## config.mk

```make
export PLATFORM = sky130hd
export DESIGN_NAME = gcount_sampler_flat
export DESIGN_NICKNAME = d
export VERILOG_FILES = /design/src/rtl/gcount_pkg.sv /design/src/rtl/gcount_sampler_if.sv /design/src/rtl/gray2bin_stage.sv /design/src/rtl/gcount_sampler.sv /design/src/flat_wrapper.sv
export SDC_FILE = /design/constraint.sdc
export NUM_CORES = 1
export LEC_CHECK = 0
export ABC_AREA = 1
export CAP_MARGIN = 15
export CORE_ASPECT_RATIO = 2
export CORE_MARGIN = 5
export CORE_UTILIZATION = 35
export DETAILED_ROUTE_END_ITERATION = 16
export HOLD_SLACK_MARGIN = 0.1
export PLACE_DENSITY = 0.65
export RECOVER_POWER = 100
export SLEW_MARGIN = 30
export SYNTH_ARGS = -nofsm -noshare
export SYNTH_HDL_FRONTEND = slang
export SYNTH_SLANG_ARGS = --single-unit
export TNS_END_PERCENT = 100
```

## constraint.sdc

```tcl
create_clock -name clk -period 2.05 [get_ports clk]
set_input_delay 0.41 -clock clk [delete_from_list [all_inputs] [get_ports clk]]
set_output_delay 0.41 -clock clk [all_outputs]
set_load 0.05 [all_outputs]
```

## src/rtl/gcount_pkg.sv

```systemverilog
// Shared constants and pipeline-stage type for the Gray-count sampler.
package gcount_pkg;

    localparam int unsigned GCOUNT_W      = 32;
    localparam int unsigned GCOUNT_STAGES = 4;
    localparam int unsigned DROP_CNT_W    = 8;

    // One conversion stage: unresolved Gray bits travel alongside the binary
    // bits resolved so far.
    typedef struct packed {
        logic                valid;
        logic [GCOUNT_W-1:0] gray;
        logic [GCOUNT_W-1:0] bin;
    } stage_t;

endpackage

```

## src/rtl/gcount_sampler_if.sv

```systemverilog
// Result interface from the sampler to the power-monitor logic.
interface gcount_sampler_if
    import gcount_pkg::*;
#(
    parameter int unsigned W = GCOUNT_W
) ();

    logic [W-1:0]          bin_o;
    logic [W-1:0]          delta_o;
    logic                  valid_o;
    logic                  ready_i;
    logic                  drop_o;
    logic [DROP_CNT_W-1:0] drop_cnt_o;

    modport master (
        output bin_o,
        output delta_o,
        output valid_o,
        output drop_o,
        output drop_cnt_o,
        input  ready_i
    );

    modport slave (
        input  bin_o,
        input  delta_o,
        input  valid_o,
        input  drop_o,
        input  drop_cnt_o,
        output ready_i
    );

endinterface

```

## src/rtl/gray2bin_stage.sv

```systemverilog
// One registered slice of the Gray-to-binary conversion, resolving bits Hi..Lo
// using the lowest bit resolved by the previous slice as carry-in.
module gray2bin_stage
    import gcount_pkg::*;
#(
    parameter int unsigned Hi = GCOUNT_W - 1,
    parameter int unsigned Lo = GCOUNT_W - GCOUNT_W / GCOUNT_STAGES
) (
    input  logic   clk,
    input  logic   reset,
    input  stage_t stage_i,
    output stage_t stage_o
);

    stage_t stage_d, stage_q;
    logic   carry_in;

    // chain[j] is binary bit Lo+j; the extra top bit is the carry-in
    logic [Hi-Lo+1:0] chain;

    if (Hi == GCOUNT_W - 1) begin : g_first
        assign carry_in = 1'b0;
    end else begin : g_next
        assign carry_in = stage_i.bin[Hi+1];
    end

    assign chain[Hi-Lo+1] = carry_in;

    for (genvar j = 0; j <= int'(Hi - Lo); j++) begin : g_xor
        assign chain[j] = chain[j+1] ^ stage_i.gray[Lo+j];
    end

    // Pass the stage through, overwriting this slice with resolved binary bits
    always_comb begin
        stage_d             = stage_i;
        stage_d.bin[Hi:Lo]  = chain[Hi-Lo:0];
    end

    // Stage register; reset discards anything in flight
    always_ff @(posedge clk) begin
        if (reset) begin
            stage_q <= '0;
        end else begin
            stage_q <= stage_d;
        end
    end

    assign stage_o = stage_q;

endmodule

```

## src/rtl/gcount_sampler.sv

```systemverilog
// Synchronises a free-running Gray count, captures it on sample_i, converts it
// to binary over four stages and presents value plus delta on a valid/ready port.
module gcount_sampler
    import gcount_pkg::*;
#(
    // Must equal GCOUNT_W: the stage struct is sized from the package
    parameter int unsigned W           = GCOUNT_W,
    parameter int unsigned SYNC_STAGES = 2
) (
    input  logic                    clk,
    input  logic                    reset,
    input  logic [W-1:0]            gray_i,
    input  logic                    sample_i,
    gcount_sampler_if.master        out_if
);

    localparam int unsigned SliceW = W / GCOUNT_STAGES;

    logic [W-1:0] gray_s;

    if (SYNC_STAGES == 0) begin : g_nosync
        assign gray_s = gray_i;
    end else begin : g_sync
        logic [W-1:0] sync_d [SYNC_STAGES];
        logic [W-1:0] sync_q [SYNC_STAGES];

        // Shift chain; single-bit Gray changes make the crossing safe
        always_comb begin
            sync_d[0] = gray_i;
            for (int i = 1; i < int'(SYNC_STAGES); i++) begin
                sync_d[i] = sync_q[i-1];
            end
        end

        // Synchroniser flops
        always_ff @(posedge clk) begin
            if (reset) begin
                sync_q <= '{default: '0};
            end else begin
                sync_q <= sync_d;
            end
        end

        assign gray_s = sync_q[SYNC_STAGES-1];
    end

    stage_t pipe [GCOUNT_STAGES+1];

    // Stage-1 input: the pipeline never stalls, every strobe enters
    always_comb begin
        pipe[0]       = '0;
        pipe[0].valid = sample_i;
        pipe[0].gray  = gray_s;
    end

    for (genvar k = 0; k < int'(GCOUNT_STAGES); k++) begin : g_stage
        gray2bin_stage #(
            .Hi(W - 1 - k * SliceW),
            .Lo(W - (k + 1) * SliceW)
        ) u_stage (
            .clk    (clk),
            .reset  (reset),
            .stage_i(pipe[k]),
            .stage_o(pipe[k+1])
        );
    end

    logic         res_valid;
    logic [W-1:0] res_bin;
    logic         unused_gray;

    assign res_valid   = pipe[GCOUNT_STAGES].valid;
    assign res_bin     = pipe[GCOUNT_STAGES].bin;
    assign unused_gray = ^pipe[GCOUNT_STAGES].gray;

    logic                  valid_d, valid_q;
    logic [W-1:0]          bin_d, bin_q;
    logic [W-1:0]          delta_d, delta_q;
    logic                  drop_d, drop_q;
    logic [DROP_CNT_W-1:0] drop_cnt_d, drop_cnt_q;
    logic                  load;

    // Load when the slot is free or being drained this cycle, else drop.
    // bin_q doubles as the previous accepted value: both change only on a load
    // and both reset to zero.
    always_comb begin
        load       = res_valid & (~valid_q | out_if.ready_i);
        drop_d     = res_valid & valid_q & ~out_if.ready_i;
        valid_d    = valid_q;
        bin_d      = bin_q;
        delta_d    = delta_q;
        drop_cnt_d = drop_cnt_q;
        if (load) begin
            valid_d = 1'b1;
            bin_d   = res_bin;
            delta_d = res_bin - bin_q;
        end else if (out_if.ready_i) begin
            valid_d = 1'b0;
        end
        if (drop_d && (drop_cnt_q != '1)) begin
            drop_cnt_d = drop_cnt_q + 1'b1;
        end
    end

    // Output register and drop bookkeeping
    always_ff @(posedge clk) begin
        if (reset) begin
            valid_q    <= 1'b0;
            bin_q      <= '0;
            delta_q    <= '0;
            drop_q     <= 1'b0;
            drop_cnt_q <= '0;
        end else begin
            valid_q    <= valid_d;
            bin_q      <= bin_d;
            delta_q    <= delta_d;
            drop_q     <= drop_d;
            drop_cnt_q <= drop_cnt_d;
        end
    end

    assign out_if.valid_o    = valid_q;
    assign out_if.bin_o      = bin_q;
    assign out_if.delta_o    = delta_q;
    assign out_if.drop_o     = drop_q;
    assign out_if.drop_cnt_o = drop_cnt_q;

endmodule

```

## src/flat_wrapper.sv

```systemverilog
// flat-port wrapper written by rule: the top's interface ports become plain ports
module gcount_sampler_flat import gcount_pkg::*;
#(
                                                                      
    parameter int unsigned W           = GCOUNT_W,
    parameter int unsigned SYNC_STAGES = 2
)
  (clk, reset, gray_i, sample_i, out_if_bin_o, out_if_delta_o, out_if_valid_o, out_if_drop_o, out_if_drop_cnt_o, out_if_ready_i);
  gcount_sampler_if #(.W(W)) out_if_i ();
  input  logic clk;
  input  logic reset;
  input  logic [W-1:0] gray_i;
  input  logic sample_i;
  output wire logic [$bits(out_if_i.bin_o)-1:0] out_if_bin_o;
  output wire logic [$bits(out_if_i.delta_o)-1:0] out_if_delta_o;
  output wire logic [$bits(out_if_i.valid_o)-1:0] out_if_valid_o;
  output wire logic [$bits(out_if_i.drop_o)-1:0] out_if_drop_o;
  output wire logic [$bits(out_if_i.drop_cnt_o)-1:0] out_if_drop_cnt_o;
  input wire logic [$bits(out_if_i.ready_i)-1:0] out_if_ready_i;
  assign out_if_bin_o = out_if_i.bin_o;
  assign out_if_delta_o = out_if_i.delta_o;
  assign out_if_valid_o = out_if_i.valid_o;
  assign out_if_drop_o = out_if_i.drop_o;
  assign out_if_drop_cnt_o = out_if_i.drop_cnt_o;
  assign out_if_i.ready_i = out_if_ready_i;
  gcount_sampler #(.W(W), .SYNC_STAGES(SYNC_STAGES)) u_core (.clk(clk), .reset(reset), .gray_i(gray_i), .sample_i(sample_i), .out_if(out_if_i));
endmodule
```

==> results.ini, run 1 <==
[grt]
grtUsageTotal=0.144
grt_first_pass_wirelength_um=40300
grt_pass1_vias=8387
grt_antenna_before_repair=0
grt_remaining_overflow=0
grt_max_degree=128

[die]
start_util=0.353
num_rows=90
coreArea_mm2=0.0301
die_h_um=256
die-area_mm2=0.0341
num_io_pins=110
dieWidth_um=133

[cells_and_area]
areaGrowthSynthToFinish_pct=32.2
design_area_mm2=0.0140
drive_above_1_share=0.205
layout_commonest_cell=nor2_1
antennaDiodeCount=0
final_cell_mix=nor2_1, inv_1, dfxtp_1
nets=1660

[power_and_ir_drop]
p_per_area_mw_per_mm2=910
vdd_ir_drop_max_mv=0.557
power_leakage_nw=6.63
power_mw=12.8

[sta]
relSlewSlack=0.103
rsz0062_at_grt=yes
hold_viol=0
fin_skew_ps=6.97
max_freq_mhz=495
setup_violations=0
fin_crit_sh=0.985
period_minus_slack_ps=2020
tightest_slew_ps=1350
slew_violations=0

[synthesis]
yosysUniqueCellTypes=39
synth_ff_type=dfxtp_1
synth-compound-area-share=0.107
yosys.area_share.simple=0.210
syn_area_mm2=0.0106
synthArstFlopShare=0
synth_top_family_by_area=simple AND/OR/NAND/NOR gates
postSynthCellCount=1390
syn_area_per_cell_um2=7.63
synth_edf_count=0
synthMuxAreaShare=0
yosysWarnings=0
synth-xor-area-share=0.0157
ys_ff_latch=270
synthAdderAreaFrac=0.0396
ys_seq_area_frac=0.509
syn_nets=1459

[cts]
cts_root_buf=clkbuf_16
cts_buffer_depth=3
clk-insertion-delay-late_ps=520
cts_sinks=270
tritoncts=done
path_clk_slew_ps=60
numCtsBuffers=25
cts.htree.levels=1
cts_hold_buffers=0

[critical_path]
path_max_fanout=3
worst_setup_path_end_kind=register
critPathLaunchType=register
cp.required_ps=2470
critical_path_class=reg -> reg
cp.arrival_ps=2440

[routing]
drt_iter0_drc=342
vias=8531
drc=0
dr.pass1.iters=4
postRouteAntennaNets=0
avgViaCountPerCell=4.32
wl_per_cell_um=12.6
wl_um=24900

[placed_design]
dp_hpwl_um=18300
dpl_cell_area_mm2=0.0127
portBuffers=109
place_congestion=0.907

[job]
max_cap_violations=0

[min_path]
hold_class=in -> reg

[outcome]
outcome=complete, no violations

==> final timing paths <==
path | startpoint | end | slack, ps | cells after the start
worst max-delay path | u_core.g_stage[3].u_stage.stage_o[0] | u_core.out_if.delta_o[20] | 30 | 15
worst min-delay path | gray_i[17] | u_core.g_sync.sync_d[17] | 400 | 3
worst min register to register | u_core.g_stage[1].u_stage.stage_o[28] | u_core.g_stage[2].u_stage.stage_o[28] | 400 | 2
worst max register to register | u_core.g_stage[3].u_stage.stage_o[0] | u_core.out_if.delta_o[20] | 30 | 15
==> kinds of logic after synthesis <==
kind of cell	count (synthesis)
xor gates and xnor gates	19
AOI/OAI and AO/OA	209
adders and majority gates	33
and+or+nand+nor	526
DFF	270
buffers and inverters	333
==> synthesized netlist by cell type, types with 2 or more instances <==
library cell    n  area (um^2)
nor2_1        298         1120
inv_1         286         1070
dfxtp_1       270         5410
nand2_1       120          450
a21oi_1        96          480
o21ai_0        79          395
nand3_1        61          305
clkbuf_1       37          139
ha_1           32          400
nand3_2        17          170
nand2_2        15         93.8
xor2_1         15          131
nor3_1          6         30.0
o21ai_1         6         30.0
o21ai_2         5         43.8
o21bai_1        5         37.5
a21o_1          4         30.0
inv_2           4         15.0
xnor2_1         4         35.0
a21oi_2         3         26.3
buf_1           3         11.3
nand4_1         3         18.8
o21a_1          3         22.5
buf_2           2         10.0
nand3b_1        2         15.0
==> flip-flops by register name, indices dropped and copies added (netlist names) <==
signal	flops
u_core.g_stage.u_stage.stage_o	132
u_core.out_if.valid_o	1
u_core.gray_s	32
u_core.out_if.bin_o	32
u_core.g_sync.sync_d	32
u_core.out_if.drop_cnt_o	8
u_core.out_if.drop_o	1
u_core.out_if.delta_o	32
==> routing by layer <==
| metal | GRT usage | vias to the layer above | wire, um |
|---|---|---|---|
| met1 | 0.138 | 3710 | 8870 |
| li1 | - | 4634 | - |
| met5 | 0 | - | 0 |
| met4 | 0.0629 | 0 | 1250 |
| met2 | 0.296 | 137 | 13900 |
| met3 | 0.0190 | 50 | 872 |
==> metrics by stage <==
stage                     setup TNS (ps)   util  worst slack [ps]  hold WS (ps)  cells
after floorplan                    -32.9      -             -32.9           388   1390
after global placement             -1600  0.424              -232           389   1924
after detailed placement           -1610  0.424              -199           392   1924
after CTS                          -10.3  0.455             -10.3           295   1972
after global routing               -1050  0.467              -114           376   1977
final                                  0  0.467              30.7           396   1977
==> layout make-up <==
| class | instances | area (um^2) |
|---|---|---|
| fill | 2940 | 16000 |
| tap | 368 | 460 |
| multi-input combinational | 787 | 4400 |
| sequential | 270 | 5430 |
| inverter | 291 | 1090 |
| clock buffer | 31 | 678 |
| timing repair buffer | 216 | 1800 |
| clock inverter | 14 | 164 |
==> power breakdown <==
| part | leakage [nW] | internal [mW] | switching (mW) |
|---|---|---|---|
| Combinational | 4.00 | 1.09 | 1.43 |
| Sequential | 2.21 | 5.46 | 0.0851 |
| Clock | 0.408 | 2.74 | 1.97 |
==> critical path, stage by stage, from the launching register on <==
cell and delay (ps):
dfxtp_2 320, inv_2 50, ha_4 160, fa_2 370
inv_2 70, nand3_2 80, nand3_4 100, buf_6 110
inv_2 30, o21ai_2 130, buf_6 150, nand2_2 60
nand2_2 60, xor2_1 60, o21ai_1 130, inv_1 40
==> timing repair <==
| item | in CTS | in global routing |
|---|---|---|
| pin swaps | 0 | 13 |
| gates resized for setup | 64 | 85 |
| setup buffers | 3 | 5 |
| setup endpoints to repair | 54 | 22 |
| endpoints found under the hold margin | 0 | 0 |
Power figures use the tool's default switching activity.
==> run 2, diff against run 1 <==
--- a/config.mk
+++ b/config.mk
@@ -6,13 +6,13 @@
 export NUM_CORES = 1
 export LEC_CHECK = 0
 export ABC_AREA = 1
-export CAP_MARGIN = 15
 export CORE_ASPECT_RATIO = 2
 export CORE_MARGIN = 5
 export CORE_UTILIZATION = 35
 export DETAILED_ROUTE_END_ITERATION = 16
+export DONT_BUFFER_PORTS = 1
 export HOLD_SLACK_MARGIN = 0.1
-export PLACE_DENSITY = 0.65
+export PLACE_DENSITY = 0.6
 export RECOVER_POWER = 100
 export SLEW_MARGIN = 30
 export SYNTH_ARGS = -nofsm -noshare
==> run 2 against run 1 <==
Compared with the run above:
- sequential power rose by 0.9%
- via count up 7.4%
- final cell count is 4.8% higher
- wire length rose by 7.2%
- clock power grew 1%
- total power is 2.1% higher
- combinational power is 7% higher
- worst hold slack worse by 54 ps
- global-route usage grew 0.66 points
- sequential share of layout area down 2.9 points
- critical path type unchanged
- critical endpoint unchanged
==> results.ini, run 2 (synthesis gave the netlist of run 1 again) <==
[critical_path]
crit_chain=inv_2, ha_4, fa_2, inv_2, nand3_2, nand3_4, buf_6, inv_2, o21ai_2, buf_6, nand2_2, nand2_2, xor2_1, o21ai_1, inv_1  ; unchanged
critPathLaunchType=register  ; unchanged
cp.required_ps=2470  ; about the same
critical_path_class=reg -> reg  ; unchanged
reg2reg_depth=15  ; unchanged
cpMaxStageDelayCell=fa_2  ; unchanged
worst_setup_path_end_kind=register  ; unchanged
crit_family=adder cells  ; unchanged
critPathMaxStageDelay_ps=360  ; was 370 ps
path_buf_inv=6  ; unchanged
ff2ff_setup_slack_ps=30  ; about the same
cp.arrival_ps=2440  ; about the same
path_max_fanout=3  ; unchanged
crit_top_cell=inv_2  ; unchanged
worstReg2RegStart=u_core.g_stage[3].u_stage.stage_o[0]  ; unchanged
r2r-end=u_core.out_if.delta_o[20]  ; unchanged

[die]
dieWidth_um=133  ; unchanged
num_rows=90  ; unchanged
num_io_pins=110  ; unchanged
start_util=0.353  ; unchanged
die-area_mm2=0.0341  ; unchanged
coreArea_mm2=0.0301  ; unchanged
die_h_um=256  ; unchanged

[routing]
vias=9163  ; was 8531
dr.pass1.iters=5  ; was 4
drc=0  ; unchanged
avgViaCountPerCell=4.42  ; was 4.32
met3_length_um=829  ; was 872 um
met2_length_um=15300  ; was 13900 um
top_layer=met4  ; unchanged
wl_um=26700  ; was 24900 um
postRouteAntennaNets=0  ; unchanged
drt_iter0_drc=263  ; was 342
wl_per_cell_um=12.9  ; was 12.6 um
drt-met1-wl_um=9150  ; was 8870 um

[sta]
max_freq_mhz=495  ; about the same
slew_violations=0  ; unchanged
hold_slack_ps=342  ; was 396 ps
setup_violations=0  ; unchanged
tightest_slew_ps=1130  ; was 1350 ps
rsz0062_at_grt=yes  ; unchanged
period_minus_slack_ps=2020  ; about the same
hold_viol=0  ; unchanged
timing.final.ws_setup_ps=31.4  ; was 30.7 ps
fin_skew_ps=20.8  ; was 6.97 ps
relSlewSlack=0.246  ; was 0.103
fin_crit_sh=0.985  ; about the same

[min_path]
hold_class=in -> reg  ; unchanged
hold_end=u_core.out_if.bin_o[17]  ; was u_core.g_sync.sync_d[17]
hp-start=reset  ; was gray_i[17]
whs_path_depth=4  ; was 3

[cells_and_area]
layout_commonest_cell=nor2_1  ; unchanged
drive_above_1_share=0.215  ; was 0.205
final_util=0.505  ; was 0.467
areaGrowthSynthToFinish_pct=43.1  ; was 32.2%
antennaDiodeCount=0  ; unchanged
largest_reg_flops=132  ; unchanged
nets=1753  ; was 1660
final_cell_mix=nor2_1, inv_1, dfxtp_1  ; unchanged

[grt]
grt_antenna_before_repair=0  ; unchanged
grt_pass1_vias=8944  ; was 8387
grtUsageTotal=0.151  ; was 0.144
grt_remaining_overflow=0  ; unchanged
grt_first_pass_wirelength_um=42200  ; was 40300 um
grt_max_degree=137  ; was 128

[power_and_ir_drop]
vdd_ir_drop_max_mv=0.752  ; was 0.557 mV
power_mw=13.0  ; was 12.8 mW
power_leakage_nw=7.21  ; was 6.63 nW
p_per_area_mw_per_mm2=859  ; was 910 mW/mm^2

[cts]
clk-insertion-delay-late_ps=530  ; was 520 ps
cts_root_buf=clkbuf_16  ; unchanged
cts_buffer_depth=3  ; unchanged
cts_sinks=270  ; unchanged
cts.htree.levels=1  ; unchanged
numCtsBuffers=25  ; unchanged
path_clk_slew_ps=70  ; was 60 ps
tritoncts=done  ; unchanged

[placed_design]
post-place-ws_ps=-132  ; was -199 ps
dp_hpwl_um=17700  ; was 18300 um
place_congestion=0.902  ; was 0.907
portBuffers=0  ; was 109

[job]
max_cap_violations=0  ; unchanged

[outcome]
outcome=complete, no violations  ; unchanged

==> run 2: how the worst max path moves through the flow <==
stage	start	cells after the start	slack, ps	end
2_1_floorplan	u_core.out_if.bin_o[22]	13	-30	u_core.out_if.delta_o[26]
3_3_place_gp	u_core.out_if.bin_o[25]	13	-130	u_core.out_if.delta_o[29]
3_5_place_dp	u_core.out_if.bin_o[13]	12	-130	u_core.out_if.delta_o[28]
4_1_cts	u_core.g_stage[3].u_stage.stage_o[0]	13	-9	u_core.out_if.delta_o[8]
5_1_grt	u_core.g_stage[3].u_stage.stage_o[0]	14	-100	u_core.out_if.delta_o[12]
6_report	u_core.g_stage[3].u_stage.stage_o[0]	15	30	u_core.out_if.delta_o[20]
==> run 2: metrics by stage <==
stage	instance area [um^2]	setup TNS, ps	cells
floorplan	10600	-32.9	1390
global placement	12000	-422	1853
detailed placement	12000	-527	1853
CTS	14600	-9.65	2065
global route	15200	-756	2071
finish	15200	0	2071
==> run 2: tightest hold or removal path, stage by stage <==
cell and delay (ps):
inv_2 40, buf_4 200, o21ai_0 110, a21oi_1 40
==> run 2: power breakdown <==
group,switching (mW),total (mW),internal (mW)
Clock,2.00,4.76,2.76
Combinational,1.45,2.69,1.24
Sequential,0.133,5.59,5.46
==> run 2: cell type report <==
| cell class | instances | area (um^2) |
|---|---|---|
| clock buffer | 31 | 678 |
| multi-input combinational | 787 | 4580 |
| clock inverter | 15 | 178 |
| inverter | 291 | 1090 |
| sequential | 270 | 5430 |
| timing repair buffer | 309 | 2760 |
| fill | 2882 | 14900 |
| tap | 368 | 460 |
==> run 2: layer usage <==
layer  vias up  track usage
met3        55       0.0161
met2       153        0.312
met5         -            0
li1       4821            -
met1      4134        0.140
met4         0       0.0755
==> run 2: what timing repair did <==
action / CTS / global route
hold buffers: 164 / 0
hold endpoints to repair: 224 / 0
buffers inserted: 2 / 8
setup endpoints to repair: 12 / 26
pin swaps: 1 / 30
gates resized for setup: 19 / 134
